[src/rtl/linescanner_pkg.sv]
// Shared definitions for the line-scan capture controller.
// Holds the sequencer state encoding, the counter width and the timing defaults.
// No logic; imported by every file of the block.
package linescanner_pkg;

    // Width of the line counter, the pixel counter and the sequencer phase timer
    localparam int CNT_W = 16;

    // Default geometry and sensor timing, in pixel_clock cycles
    localparam int DEF_DATA_WIDTH      = 8;
    localparam int DEF_CHANNELS        = 1;
    localparam int DEF_CDS_DLY         = 50;
    localparam int DEF_ADC_SKIP        = 8;
    localparam int DEF_ADC_TIMEOUT     = 1024;
    localparam int DEF_SAMPLE_LEN      = 50;
    localparam int DEF_POST_SAMPLE     = 7;
    localparam int DEF_INTEG_GAP       = 49;
    localparam int DEF_LOAD_DLY        = 5;
    localparam int DEF_PIXELS_PER_LINE = 2048;

    typedef enum logic [2:0] {
        ST_IDLE,
        ST_RELEASE,
        ST_CDS_WAIT,
        ST_ADC_SKIP,
        ST_ADC_WAIT,
        ST_SAMPLE,
        ST_POST,
        ST_GAP
    } state_t;

endpackage

[src/rtl/linescanner_load_pulse_gen.sv]
// Purpose: one load_pulse per end_adc high period, after LOAD_DLY+1 consecutive highs.
// Latency: load_pulse rises on the edge that samples the (LOAD_DLY+1)th consecutive high.
// Backpressure: none; free-running on end_adc, independent of the sequencer.
// Ports: pixel_clock, n_reset (sync, active-low), end_adc in, load_pulse out.
module linescanner_load_pulse_gen
    import linescanner_pkg::*;
#(
    parameter int LOAD_DLY = DEF_LOAD_DLY
) (
    input  logic pixel_clock,
    input  logic n_reset,
    input  logic end_adc,
    output logic load_pulse
);

    localparam int RUN_W = $clog2(LOAD_DLY + 2);
    localparam logic [RUN_W-1:0] FIRE_AT = RUN_W'(LOAD_DLY);
    localparam logic [RUN_W-1:0] RUN_MAX = RUN_W'(LOAD_DLY + 1);

    // Number of consecutive end_adc highs already sampled; parks at RUN_MAX so
    // a long high period cannot wrap around and fire a second time.
    logic [RUN_W-1:0] run;

    always_ff @(posedge pixel_clock) begin
        if (!n_reset) begin
            run        <= '0;
            load_pulse <= 1'b0;
        end else if (!end_adc) begin
            run        <= '0;
            load_pulse <= 1'b0;
        end else begin
            load_pulse <= (run == FIRE_AT);
            if (run != RUN_MAX) begin
                run <= run + RUN_W'(1);
            end
        end
    end

endmodule

[src/rtl/linescanner_capture_ctrl.sv]
// Purpose: line-scan sensor sequencer (rst_cvc/rst_cds/sample/load) plus pixel capture front end.
// Latency: pixels 1 cycle; line_done 1 cycle after the last pixel_valid; sensor timing set by parameters.
// Backpressure: none; the sensor cannot be stalled, every pixel is forwarded unconditionally.
// Ports: pixel_clock, n_reset (sync, active-low); enable/continuous/start trigger the sequence;
//        end_adc, lval, data from the sensor; rst_cvc, rst_cds, sample, load_pulse to the sensor;
//        busy, adc_timeout status; pixel_data/valid/sol and line_done/err/count downstream.
module linescanner_capture_ctrl
    import linescanner_pkg::*;
#(
    parameter int DATA_WIDTH      = DEF_DATA_WIDTH,
    parameter int CHANNELS        = DEF_CHANNELS,
    parameter int CDS_DLY         = DEF_CDS_DLY,
    parameter int ADC_SKIP        = DEF_ADC_SKIP,
    parameter int ADC_TIMEOUT     = DEF_ADC_TIMEOUT,
    parameter int SAMPLE_LEN      = DEF_SAMPLE_LEN,
    parameter int POST_SAMPLE     = DEF_POST_SAMPLE,
    parameter int INTEG_GAP       = DEF_INTEG_GAP,
    parameter int LOAD_DLY        = DEF_LOAD_DLY,
    parameter int PIXELS_PER_LINE = DEF_PIXELS_PER_LINE
) (
    input  logic                           pixel_clock,
    input  logic                           n_reset,
    input  logic                           enable,
    input  logic                           continuous,
    input  logic                           start,
    input  logic                           end_adc,
    input  logic                           lval,
    input  logic [CHANNELS*DATA_WIDTH-1:0] data,
    output logic                           rst_cvc,
    output logic                           rst_cds,
    output logic                           sample,
    output logic                           load_pulse,
    output logic                           busy,
    output logic                           adc_timeout,
    output logic [CHANNELS*DATA_WIDTH-1:0] pixel_data,
    output logic                           pixel_valid,
    output logic                           pixel_sol,
    output logic                           line_done,
    output logic                           line_err,
    output logic [CNT_W-1:0]               line_count
);

    // Phase timer terminal values: a phase lasting N cycles ends when the
    // timer, cleared on entry, reads N-1.
    localparam logic [CNT_W-1:0] CDS_LAST    = CNT_W'(CDS_DLY - 1);
    localparam logic [CNT_W-1:0] SKIP_LAST   = CNT_W'(ADC_SKIP - 1);
    localparam logic [CNT_W-1:0] TMO_LAST    = CNT_W'(ADC_TIMEOUT - 1);
    localparam logic [CNT_W-1:0] SAMPLE_LAST = CNT_W'(SAMPLE_LEN - 1);
    localparam logic [CNT_W-1:0] POST_LAST   = CNT_W'(POST_SAMPLE - 1);
    localparam logic [CNT_W-1:0] GAP_LAST    = CNT_W'(INTEG_GAP - 1);
    localparam logic [CNT_W-1:0] LINE_LEN    = CNT_W'(PIXELS_PER_LINE);

    // ------------------------------------------------------------------
    // Sensor sequencer
    // ------------------------------------------------------------------
    state_t           state, state_nxt;
    logic [CNT_W-1:0] timer, timer_nxt;
    logic             rst_cvc_nxt, rst_cds_nxt, sample_nxt, adc_timeout_nxt;

    always_ff @(posedge pixel_clock) begin
        if (!n_reset) begin
            state       <= ST_IDLE;
            timer       <= '0;
            rst_cvc     <= 1'b1;
            rst_cds     <= 1'b1;
            sample      <= 1'b0;
            adc_timeout <= 1'b0;
        end else begin
            state       <= state_nxt;
            timer       <= timer_nxt;
            rst_cvc     <= rst_cvc_nxt;
            rst_cds     <= rst_cds_nxt;
            sample      <= sample_nxt;
            adc_timeout <= adc_timeout_nxt;
        end
    end

    always_comb begin
        state_nxt       = state;
        timer_nxt       = timer + CNT_W'(1);
        rst_cvc_nxt     = rst_cvc;
        rst_cds_nxt     = rst_cds;
        sample_nxt      = sample;
        adc_timeout_nxt = 1'b0;

        case (state)
            ST_IDLE: begin
                timer_nxt = '0;
                // start is only looked at here, so a start seen mid-line is dropped
                if ((continuous && enable) || (!continuous && start)) begin
                    state_nxt = ST_RELEASE;
                end
            end
            ST_RELEASE: begin
                rst_cvc_nxt = 1'b0;
                timer_nxt   = '0;
                state_nxt   = ST_CDS_WAIT;
            end
            ST_CDS_WAIT: begin
                if (timer == CDS_LAST) begin
                    rst_cds_nxt = 1'b0;
                    timer_nxt   = '0;
                    state_nxt   = ST_ADC_SKIP;
                end
            end
            ST_ADC_SKIP: begin
                // end_adc straight after rst_cds release is not trusted
                if (timer == SKIP_LAST) begin
                    timer_nxt = '0;
                    state_nxt = ST_ADC_WAIT;
                end
            end
            ST_ADC_WAIT: begin
                if (end_adc) begin
                    sample_nxt = 1'b1;
                    timer_nxt  = '0;
                    state_nxt  = ST_SAMPLE;
                end else if (timer == TMO_LAST) begin
                    adc_timeout_nxt = 1'b1;
                    rst_cvc_nxt     = 1'b1;
                    rst_cds_nxt     = 1'b1;
                    timer_nxt       = '0;
                    state_nxt       = ST_IDLE;
                end
            end
            ST_SAMPLE: begin
                if (timer == SAMPLE_LAST) begin
                    sample_nxt = 1'b0;
                    timer_nxt  = '0;
                    state_nxt  = ST_POST;
                end
            end
            ST_POST: begin
                // enable is only consulted once the line is finished, so
                // dropping it mid-line never truncates the sensor sequence
                if (timer == POST_LAST) begin
                    rst_cvc_nxt = 1'b1;
                    rst_cds_nxt = 1'b1;
                    timer_nxt   = '0;
                    state_nxt   = (continuous && enable) ? ST_GAP : ST_IDLE;
                end
            end
            ST_GAP: begin
                if (!enable) begin
                    timer_nxt = '0;
                    state_nxt = ST_IDLE;
                end else if (timer == GAP_LAST) begin
                    timer_nxt = '0;
                    state_nxt = ST_RELEASE;
                end
            end
            default: begin
                timer_nxt = '0;
                state_nxt = ST_IDLE;
            end
        endcase
    end

    assign busy = (state != ST_IDLE);

    linescanner_load_pulse_gen #(
        .LOAD_DLY (LOAD_DLY)
    ) u_load_pulse_gen (
        .pixel_clock (pixel_clock),
        .n_reset     (n_reset),
        .end_adc     (end_adc),
        .load_pulse  (load_pulse)
    );

    // ------------------------------------------------------------------
    // Pixel path
    // ------------------------------------------------------------------
    logic             valid_d;
    logic [CNT_W-1:0] pix_cnt;
    logic             line_end;

    // pixel_valid is still high but the sensor has already dropped lval
    assign line_end  = pixel_valid && !lval;
    assign pixel_sol = pixel_valid && !valid_d;

    always_ff @(posedge pixel_clock) begin
        if (!n_reset) begin
            pixel_data  <= '0;
            pixel_valid <= 1'b0;
            valid_d     <= 1'b0;
            pix_cnt     <= '0;
            line_done   <= 1'b0;
            line_err    <= 1'b0;
            line_count  <= '0;
        end else begin
            pixel_data  <= data;
            pixel_valid <= lval;
            valid_d     <= pixel_valid;
            line_done   <= line_end;
            line_err    <= line_end && (pix_cnt != LINE_LEN);
            if (line_end) begin
                pix_cnt    <= '0;
                line_count <= line_count + CNT_W'(1);
            end else if (lval && (pix_cnt != '1)) begin
                pix_cnt <= pix_cnt + CNT_W'(1);
            end
        end
    end

endmodule

[config.mk]
export PLATFORM = sky130hd
export DESIGN_NAME = linescanner_capture_ctrl
export DESIGN_NICKNAME = d
export VERILOG_FILES = /design/src/rtl/linescanner_pkg.sv /design/src/rtl/linescanner_load_pulse_gen.sv /design/src/rtl/linescanner_capture_ctrl.sv
export SDC_FILE = /design/constraint.sdc
export NUM_CORES = 1
export LEC_CHECK = 0
export BUFFER_PORTS_ARGS = -buffer_cell sky130_fd_sc_hd__buf_2
export CAP_MARGIN = 40
export CORE_MARGIN = 5
export CORE_UTILIZATION = 57
export CTS_CLUSTER_SIZE = 30
export DETAILED_ROUTE_END_ITERATION = 10
export GPL_ROUTABILITY_DRIVEN = 0
export PLACE_DENSITY = 0.88
export SYNTH_ARGS = -nofsm -noshare
export SYNTH_HDL_FRONTEND = slang
export SYNTH_SLANG_ARGS = --single-unit
[constraint.sdc]
create_clock -name pixel_clock -period 2.5 [get_ports pixel_clock]
set_clock_uncertainty 0.05 [all_clocks]
set_input_delay 0.625 -clock pixel_clock [delete_from_list [all_inputs] [get_ports pixel_clock]]
set_output_delay 0.625 -clock pixel_clock [all_outputs]
set_load 0.02 [all_outputs]
# ---- Word level (Yosys, flattened, before mapping)
# Cells that the tools add are included.
dict set report word_totals {
  ff_bits 71
  output_inout_bits 34
  wordCells 99
  input_bits 15
}
dict set report op_classes {
  n_mux 28
  n_reduce_logical 24
  eq_ne 26
  bitwise_logic 2
  add_sub_neg 4
}
# cell count
set op_table {}
lappend op_table {{$mux 16} 7}
lappend op_table {{$pmux 16 s6} 1}
lappend op_table {{$add 16x1->16 const B} 3}
lappend op_table {{$eq 16x3->1 const B} 2}
lappend op_table {{$eq 16x6->1 const B} 2}
lappend op_table {{$mux 3} 10}
lappend op_table {{$pmux 3 s8} 1}
lappend op_table {{$eq 16x10->1 const B} 1}
lappend op_table {{$ne 16x12->1 const B} 1}
lappend op_table {{$ne 16x16->1 const B} 1}
lappend op_table {{$ne 2x2->1 const B} 8}
lappend op_table {{$eq 3x3->1 const B} 5}
lappend op_table {{$ne 3x3->1 const B} 3}
lappend op_table {{$reduce_bool 3->1} 3}
lappend op_table {{$reduce_and 7->1} 1}
lappend op_table {{$eq 3x2->1 const B} 2}
lappend op_table {{$logic_and 1x1->1} 6}
lappend op_table {{$mux 1} 6}
lappend op_table {{$pmux 1 s3} 2}
lappend op_table {{$reduce_or 2->1} 3}
lappend op_table {{$reduce_and 5->1} 1}
lappend op_table {{$reduce_and 4->1} 1}
lappend op_table {{$add 3x1->3 const B} 1}
lappend op_table {{$eq 3x1->1 const B} 1}
lappend op_table {{other kinds (9)} 12}

# ---- Logic depth before layout (Yosys ltp)
# Gate-level depths: netlist (run 1).
dict set report depth {
  ltp_word 5
  mapped_depth 8
  depth_no_buf 7
}

# ---- Hierarchy
# A second synthesis (run 1) with hierarchy kept.
dict set report hier_totals {
  hier_cells 366
  hier_area_um2 3230.6
}
# mod cells_per_inst area_per_inst_um2 seq_area_each_um2 n_inst
set by_module_without_submodules {}
lappend by_module_without_submodules {linescanner_capture_ctrl 346 3036.7 1341.3 1}
lappend by_module_without_submodules {linescanner_load_pulse_gen 20 193.9 80.1 1}

# ---- Worst setup path before layout (run 1)
# OpenSTA, ideal clock, no wires.
dict set report synth_path {
  kind {reg-to-reg}
  startpoint {register timer[14]}
  endpoint {register rst_cds}
  slack_ns 0.468
  n_path_buf 1
  stages_incl_launch_ff 7
  setup_time_ns 0.132
  period_less_slack_ns 2.032
  arrival_ns 1.850
  cell_sequence {dfxtp_1 clkbuf_2 or4bb_1 or4_1 o21a_1 o41ai_2 nand3_1}
}
dict set report synth_between {
  elab_chain_len 3
  word_cells_on_any_way 7
}
# item line
set synth_rtl {}
lappend synth_rtl {{start, declared} linescanner_capture_ctrl.sv:57} ;# logic [CNT_W-1:0] timer, timer_nxt;
lappend synth_rtl {{start signal, assigned} linescanner_capture_ctrl.sv:70} ;# timer <= timer_nxt;
lappend synth_rtl {{$eq 16x6->1, or another cell as far along} linescanner_capture_ctrl.sv:100} ;# if (timer == CDS_LAST) begin
lappend synth_rtl {{$ne 2x2->1 (no source line)} --}
lappend synth_rtl {{$reduce_and 5->1 (no source line) *} --}
lappend synth_rtl {{end signal, assigned} linescanner_capture_ctrl.sv:72} ;# rst_cds <= rst_cds_nxt;
lappend synth_rtl {{end, declared} linescanner_capture_ctrl.sv:30} ;# output logic rst_cds,
# Every way passes the cells marked *; elsewhere a longest branch is shown, timed or not.
# A chain may end at the register's enable or synchronous reset.

# ---- Worst setup path after layout (run 1)
dict set report layout_path {
  startpoint {register timer[8]}
  endpoint {register timer[2]}
}
dict set report layout_between {
  elab_chain_len 4
  word_cells_on_any_way 13
}
# item line
set layout_rtl {}
lappend layout_rtl {{$eq 16x6->1 or $eq 16x10->1 (tied branches)} {linescanner_capture_ctrl.sv:147, linescanner_capture_ctrl.sv:118}}
lappend layout_rtl {{$mux 16, on equally long branches} {linescanner_capture_ctrl.sv:147, linescanner_capture_ctrl.sv:118}}
lappend layout_rtl {{$mux 16, on equally long branches} {linescanner_capture_ctrl.sv:144, linescanner_capture_ctrl.sv:114}}
lappend layout_rtl {{$pmux 16 s6 *} linescanner_capture_ctrl.sv:86} ;# case (state)
# Marks and branches as above.

==> metrics, run 1 <==
status complete, no violations; final max-slew violation count 0; slew margin rel. 59.50%; area grow syn2layout 15.75%; register area share after synthesis 42.39%; DRC 0; Setup crit end kind flip-flop; final hold violations 0; Initial Util 57.66%; PwrDens 669.0 nW/um2; Crit path arrival time 2.39 ns; Detail Route met3 WL 479 um; count of state elements after synthesis 71; core area 5816 um2; DRT iter0 DRCs 171; Chip Height 86.70 um; dpl hpwl 5202 um; Max Clock Freq 450.3 MHz; post-route setup slack 0.2791 ns; H-tree depth 3; leakage power 0.001499 uW; fillcell total 485; main combinational cell family by area after synthesis simple AND/OR/NAND/NOR gates; Setup Slack @ Placement 0.3300 ns; clock sink count 71; Compound-Gate Fraction of Synth Area 11.38%; Tcrit/Tclk final 88.84%; first-pass GRT wire length 12190 um; hold crit path type flip-flop to flip-flop; die area 7517 um2; share of layout cells above drive strength 1 18.20%; routed length on met2 3456 um; # rows 28; PortBufs 48; initial antenna violation count 0; hold_buf cts 0; # diodes 0; TNS Setup 0 ns; Inst Count DP 505; met1 WL 3071 um; CTS buffer count 9; syn avg cell area 8.620 um2; worst setup path category flip-flop to flip-flop; synthesized cell area 3353 um2; highest metal used met4; mux contribution to synthesized area 0.8955%; final std cells w/o fill 520; Gates resized, CTS repair 0; overall die width 86.70 um; adder-cell share of the synthesized area 3.731%; worst-margin pin slew 0.6028 ns; crit path max fanout 16; Synth Area in XOR/XNOR 8.358%; Startpoint Class flip-flop; pin count of the biggest net entering global routing 19; Post-DRT Antenna Nets 0; vias per inst 5.665; vias in the first global route 2795; CTS tree done; Total GRT Usage 20.18%; RSZ-0062 raised after global routing false; nets@finish 466; worst-skew pair later-pin latency 0.33 ns; Worst VDD drop 0.0003746 V; drt total wl 7106 um; clk root buf clkbuf_8; routed length per placed instance 13.67 um; endpoints failing setup 0; Clock Path Buffers 2; Reg clk slew, reported paths 0.07 ns; synthesized net count 414; Synth Flop Type dfxtp_1; Tmin final 2.221 ns; vias 2946; Netlist cell types 56; FFs w/ async S/R, synth 0%; maxcap violations 0; WP data required 2.67 ns; number of top-level pins 49; Syn Inst Count 389; Synth Warn # 0; Setup Fix Bufs, Post-CTS 0; simple-gate share of the synthesized area 29.81%; DR pass1 iterations 5; EDFF count, synth 0; grt ovf 0
-- synth_stat cells (2+ instances only) --
cell type | n | area share [%]
or2_2 | 2 | 0.37
and4b_1 | 2 | 0.60
a31o_2 | 3 | 0.78
nor4b_1 | 4 | 1.0
clkbuf_1 | 9 | 1.0
nand2_1 | 37 | 4.1
a311oi_1 | 2 | 0.52
inv_1 | 16 | 1.8
and4_1 | 3 | 0.78
xnor2_1 | 18 | 4.7
a21oi_1 | 15 | 2.2
nand2b_1 | 3 | 0.56
and3_1 | 7 | 1.3
nor2b_1 | 5 | 0.93
o21a_1 | 2 | 0.45
xor2_1 | 14 | 3.7
o22ai_1 | 3 | 0.56
nand3b_1 | 2 | 0.45
nand3_1 | 18 | 2.7
mux2i_1 | 3 | 0.90
nand4_1 | 9 | 1.7
ha_1 | 10 | 3.7
or4_1 | 2 | 0.45
nor4_1 | 6 | 1.1
and2_1 | 9 | 1.7
nor3_1 | 6 | 0.90
or3_1 | 11 | 2.1
dfxtp_1 | 71 | 42
o21ai_0 | 12 | 1.8
nor2_1 | 59 | 6.6
-- layer usage --
metal / vias up / GRT usage (%)
li1: 1457 / -
met1: 1373 / 25.13
met2: 106 / 33.80
met3: 10 / 4.468
met4: 0 / 8.074
met5: - / 0
-- worst max-delay path, cell delays in order (launching register included) --
cell      delay (ns)
dfxtp_1         0.37
nor4_1          0.55
and4b_1         0.32
a31oi_2         0.19
o311ai_4        0.30
buf_4           0.25
nor2_1          0.07
-- placed cells by master, fill, tap and decap left out, types with 5 or more instances in the layout --
cell type  Yosys  layout
a21oi_1       15      15
nand4_1        9       9
nor2b_1        5       5
clkbuf_8       0      10
inv_1         16      16
and2_1         9       9
o21ai_0       12      12
nor2_1        59      59
xnor2_1       18      18
nand3_1       18      18
nor4_1         6       6
nand2_1       37      37
buf_4          0       5
nor3_1         6       6
and3_1         7       7
buf_2          1      48
or3_1         11      11
xor2_1        14      14
ha_1          10      10
dfxtp_1       71      71
-- per-stage QoR --
stage / power (uW) / hold slack [ns] / utilization, % / cell area (um2)
2_1_floorplan: 1545 / 0.3865 / - / 3353
3_3_place_gp: 1636 / 0.4091 / 63.10 / 3670
3_5_place_dp: 1645 / 0.4060 / 63.10 / 3670
4_1_cts: 2621 / 0.4237 / 66.74 / 3881
5_1_grt: 2722 / 0.4236 / 66.74 / 3881
6_report: 2596 / 0.4206 / 66.74 / 3881
-- power breakdown --
group / internal [uW] / total, uW / switching [uW] / leakage, uW
Sequential: 1170 / 1240 / 67.4 / 0.000576
Combinational: 160 / 381 / 221 / 0.000814
Clock: 581 / 974 / 393 / 0.000109
Total: 1910 / 2600 / 682 / 0.00150
-- sequential cells by signal, indices dropped and copies added (netlist names), 3 cells and up --
name,flops
pix_cnt,16
u_load_pulse_gen.run,3
timer,16
state,3
line_count,16
pixel_data,8
-- final timing paths --
path / depth (start not counted) / slack (ns) / from / to
worst max-delay path: 6 / 0.28 / timer[8] / timer[2]
worst min register to register: 2 / 0.42 / u_load_pulse_gen.run[2] / u_load_pulse_gen.load_pulse
worst min-delay path: 2 / 0.42 / u_load_pulse_gen.run[2] / u_load_pulse_gen.load_pulse
worst max register to register: 6 / 0.28 / timer[8] / timer[2]
-- kinds of logic (layout without fill, tap and decap cells) --
kind of cell,Yosys count,after routing
flip-flops,71,71
XOR/XNOR,32,32
buffers and inverters,28,84
AND/OR/NAND/NOR,192,192
AO/OA/AOI/OAI,53,53
adder cells (fa/ha/maj),10,10
multiplexers,3,3
-- cell type report --
cell class,instances,area (um2),area share (%)
flip-flops and latches,71,1421,36.62
well taps,75,93.84,2.418
multi-input cells,290,1817,46.81
repair buffers,53,277.8,7.157
clock inverters,4,70.07,1.805
clock buffers,11,141.4,3.643
inverters,16,60.06,1.547
Power figures use the tool's default switching activity.
==> run 2, diff against run 1 <==
- CELL_PAD_IN_SITES_DETAIL_PLACEMENT: unset -> 0
- CELL_PAD_IN_SITES_GLOBAL_PLACEMENT: unset -> 1
- CORE_ASPECT_RATIO: unset -> 1.25
- CORE_UTILIZATION: 57 -> 44
- CTS_BUF_LIST: unset -> sky130_fd_sc_hd__clkbuf_8
- PLACE_DENSITY: 0.88 -> 0.89
==> metrics, run 2 (same netlist as run 1, synthesis figures left out) <==
DP Area 3691 um2 (+0.58%); worst setup path category flip-flop to flip-flop; Setup Fix Bufs, Post-CTS 0 (unchanged); most frequent cells in the layout dfxtp_1, nor2_1, buf_2; crit path max fanout 16 (unchanged); slew margin rel. 63.80% (+4.3 points); routed length on met2 3484 um (+0.81%); Tcrit/Tclk final 87.99% (-0.84 points); commonest non-fill, non-tap cell in the layout dfxtp_1; Initial Util 45.31% (-12 points); # rows 35 (+25%); CTS buffer count 9 (unchanged); dpl hpwl 5206 um (about the same); post-route setup slack 0.3001 ns (+0.02105 ns); DRC 0 (unchanged); Setup Slack @ Placement 0.2963 ns (-0.03369 ns); WP data required 2.68 ns (about the same); Startpoint Class flip-flop; hold_buf cts 0 (unchanged); # diodes 0 (unchanged); Detail Route met3 WL 304 um (-37%); die area 9477 um2 (+26%); share of layout cells above drive strength 1 18.61% (+0.41 points); number of top-level pins 49 (unchanged); Core Util, Final 53.17% (-14 points); DRT iter0 DRCs 125 (-27%); Worst VDD drop 0.0003220 V (-14%); area grow syn2layout 17.35%; Max Clock Freq 454.6 MHz (+0.96%); vias per inst 5.227 (-7.7%); PortBufs 48 (unchanged); overall die width 88.08 um (+1.6%); final hold violations 0 (unchanged); H-tree depth 3 (unchanged); Setup crit end kind flip-flop; FF-to-FF Start timer[13]; Reg2Reg Setup Slack 0.30 ns (+0.02 ns); status complete, no violations; core area 7401 um2 (+27%); routed length per placed instance 13.22 um (-3.2%); Post-DRT Antenna Nets 0 (unchanged); vias 2812 (-4.5%); DR pass1 iterations 4 (-1); worst-skew pair later-pin latency 0.35 ns (+0.02 ns); TNS Setup 0 ns (unchanged); hold_sp u_load_pulse_gen.run[2]; hold crit path type flip-flop to flip-flop; drt total wl 7115 um (+0.13%); Crit path arrival time 2.38 ns (about the same); first-pass GRT wire length 11660 um (-4.4%); highest metal used met4; CP Launch Point timer[13]; Chip Height 107.6 um (+24%); leakage power 0.001510 uW (+0.71%); largest registers line_count (16), pix_cnt (16), timer (16); worst-margin pin slew 0.5389 ns (-0.06390 ns); Tmin final 2.200 ns (-0.02105 ns); nets@finish 466 (unchanged); initial antenna violation count 0 (unchanged); Gates resized, CTS repair 0 (unchanged); pin count of the biggest net entering global routing 23 (+4); maxcap violations 0 (unchanged); endpoints failing setup 0 (unchanged); Total GRT Usage 15.33% (-4.9 points); Reg clk slew, reported paths 0.08 ns (about the same); clock sink count 71 (unchanged); RSZ-0062 raised after global routing false; grt ovf 0 (unchanged); clk root buf clkbuf_8; final max-slew violation count 0 (unchanged); vias in the first global route 2621 (-6.2%); Final Power 2741 uW (+5.6%); CTS tree done; fin area 3935 um2 (+1.4%); Clock Path Buffers 2 (unchanged); PwrDens 696.6 nW/um2 (+4.1%); met1 WL 3207 um (+4.4%)
[run 2: layer usage]
layer	vias to the layer above	global-route usage [%]
li1	1456	-
met1	1295	18.40
met2	50	25.97
met3	11	3.982
met4	0	5.724
met5	-	0
[run 2: final cells by class]
type | instances | area (um2)
Inverter | 16 | 60.06
Sequential cell | 71 | 1421
Fill cell | 704 | 3466
Clock inverter | 7 | 120.1
Clock buffer | 9 | 123.9
Tap cell | 92 | 115.1
Timing Repair Buffer | 53 | 277.8
Multi-Input combinational cell | 290 | 1817
[run 2: through the flow]
step / cells / hold WS [ns]
final: 538 / 0.4146
after detailed placement: 522 / 0.4022
after global routing: 538 / 0.4152
after global placement: 522 / 0.4043
after CTS: 538 / 0.4146
after floorplan: 389 / 0.3865
[run 2: critical path: stages (launching register included)]
cell,delay [ns]
dfxtp_1,0.36
nor4_1,0.51
nand4_1,0.27
a22o_1,0.34
o311ai_4,0.23
buf_4,0.26
nor2_1,0.07
[run 2: final timing paths]
path,end,cells past startpoint
setup / recovery,timer[8],6
hold / removal,u_load_pulse_gen.load_pulse,2
hold reg to reg,u_load_pulse_gen.load_pulse,2
setup reg to reg,timer[8],6
[run 2: report_power, final]
part	switching, uW	leakage (uW)	internal, uW
logic	226	0.000814	160
clock network	450	0.000120	666
registers	65.7	0.000576	1170
total	742	0.00151	2000
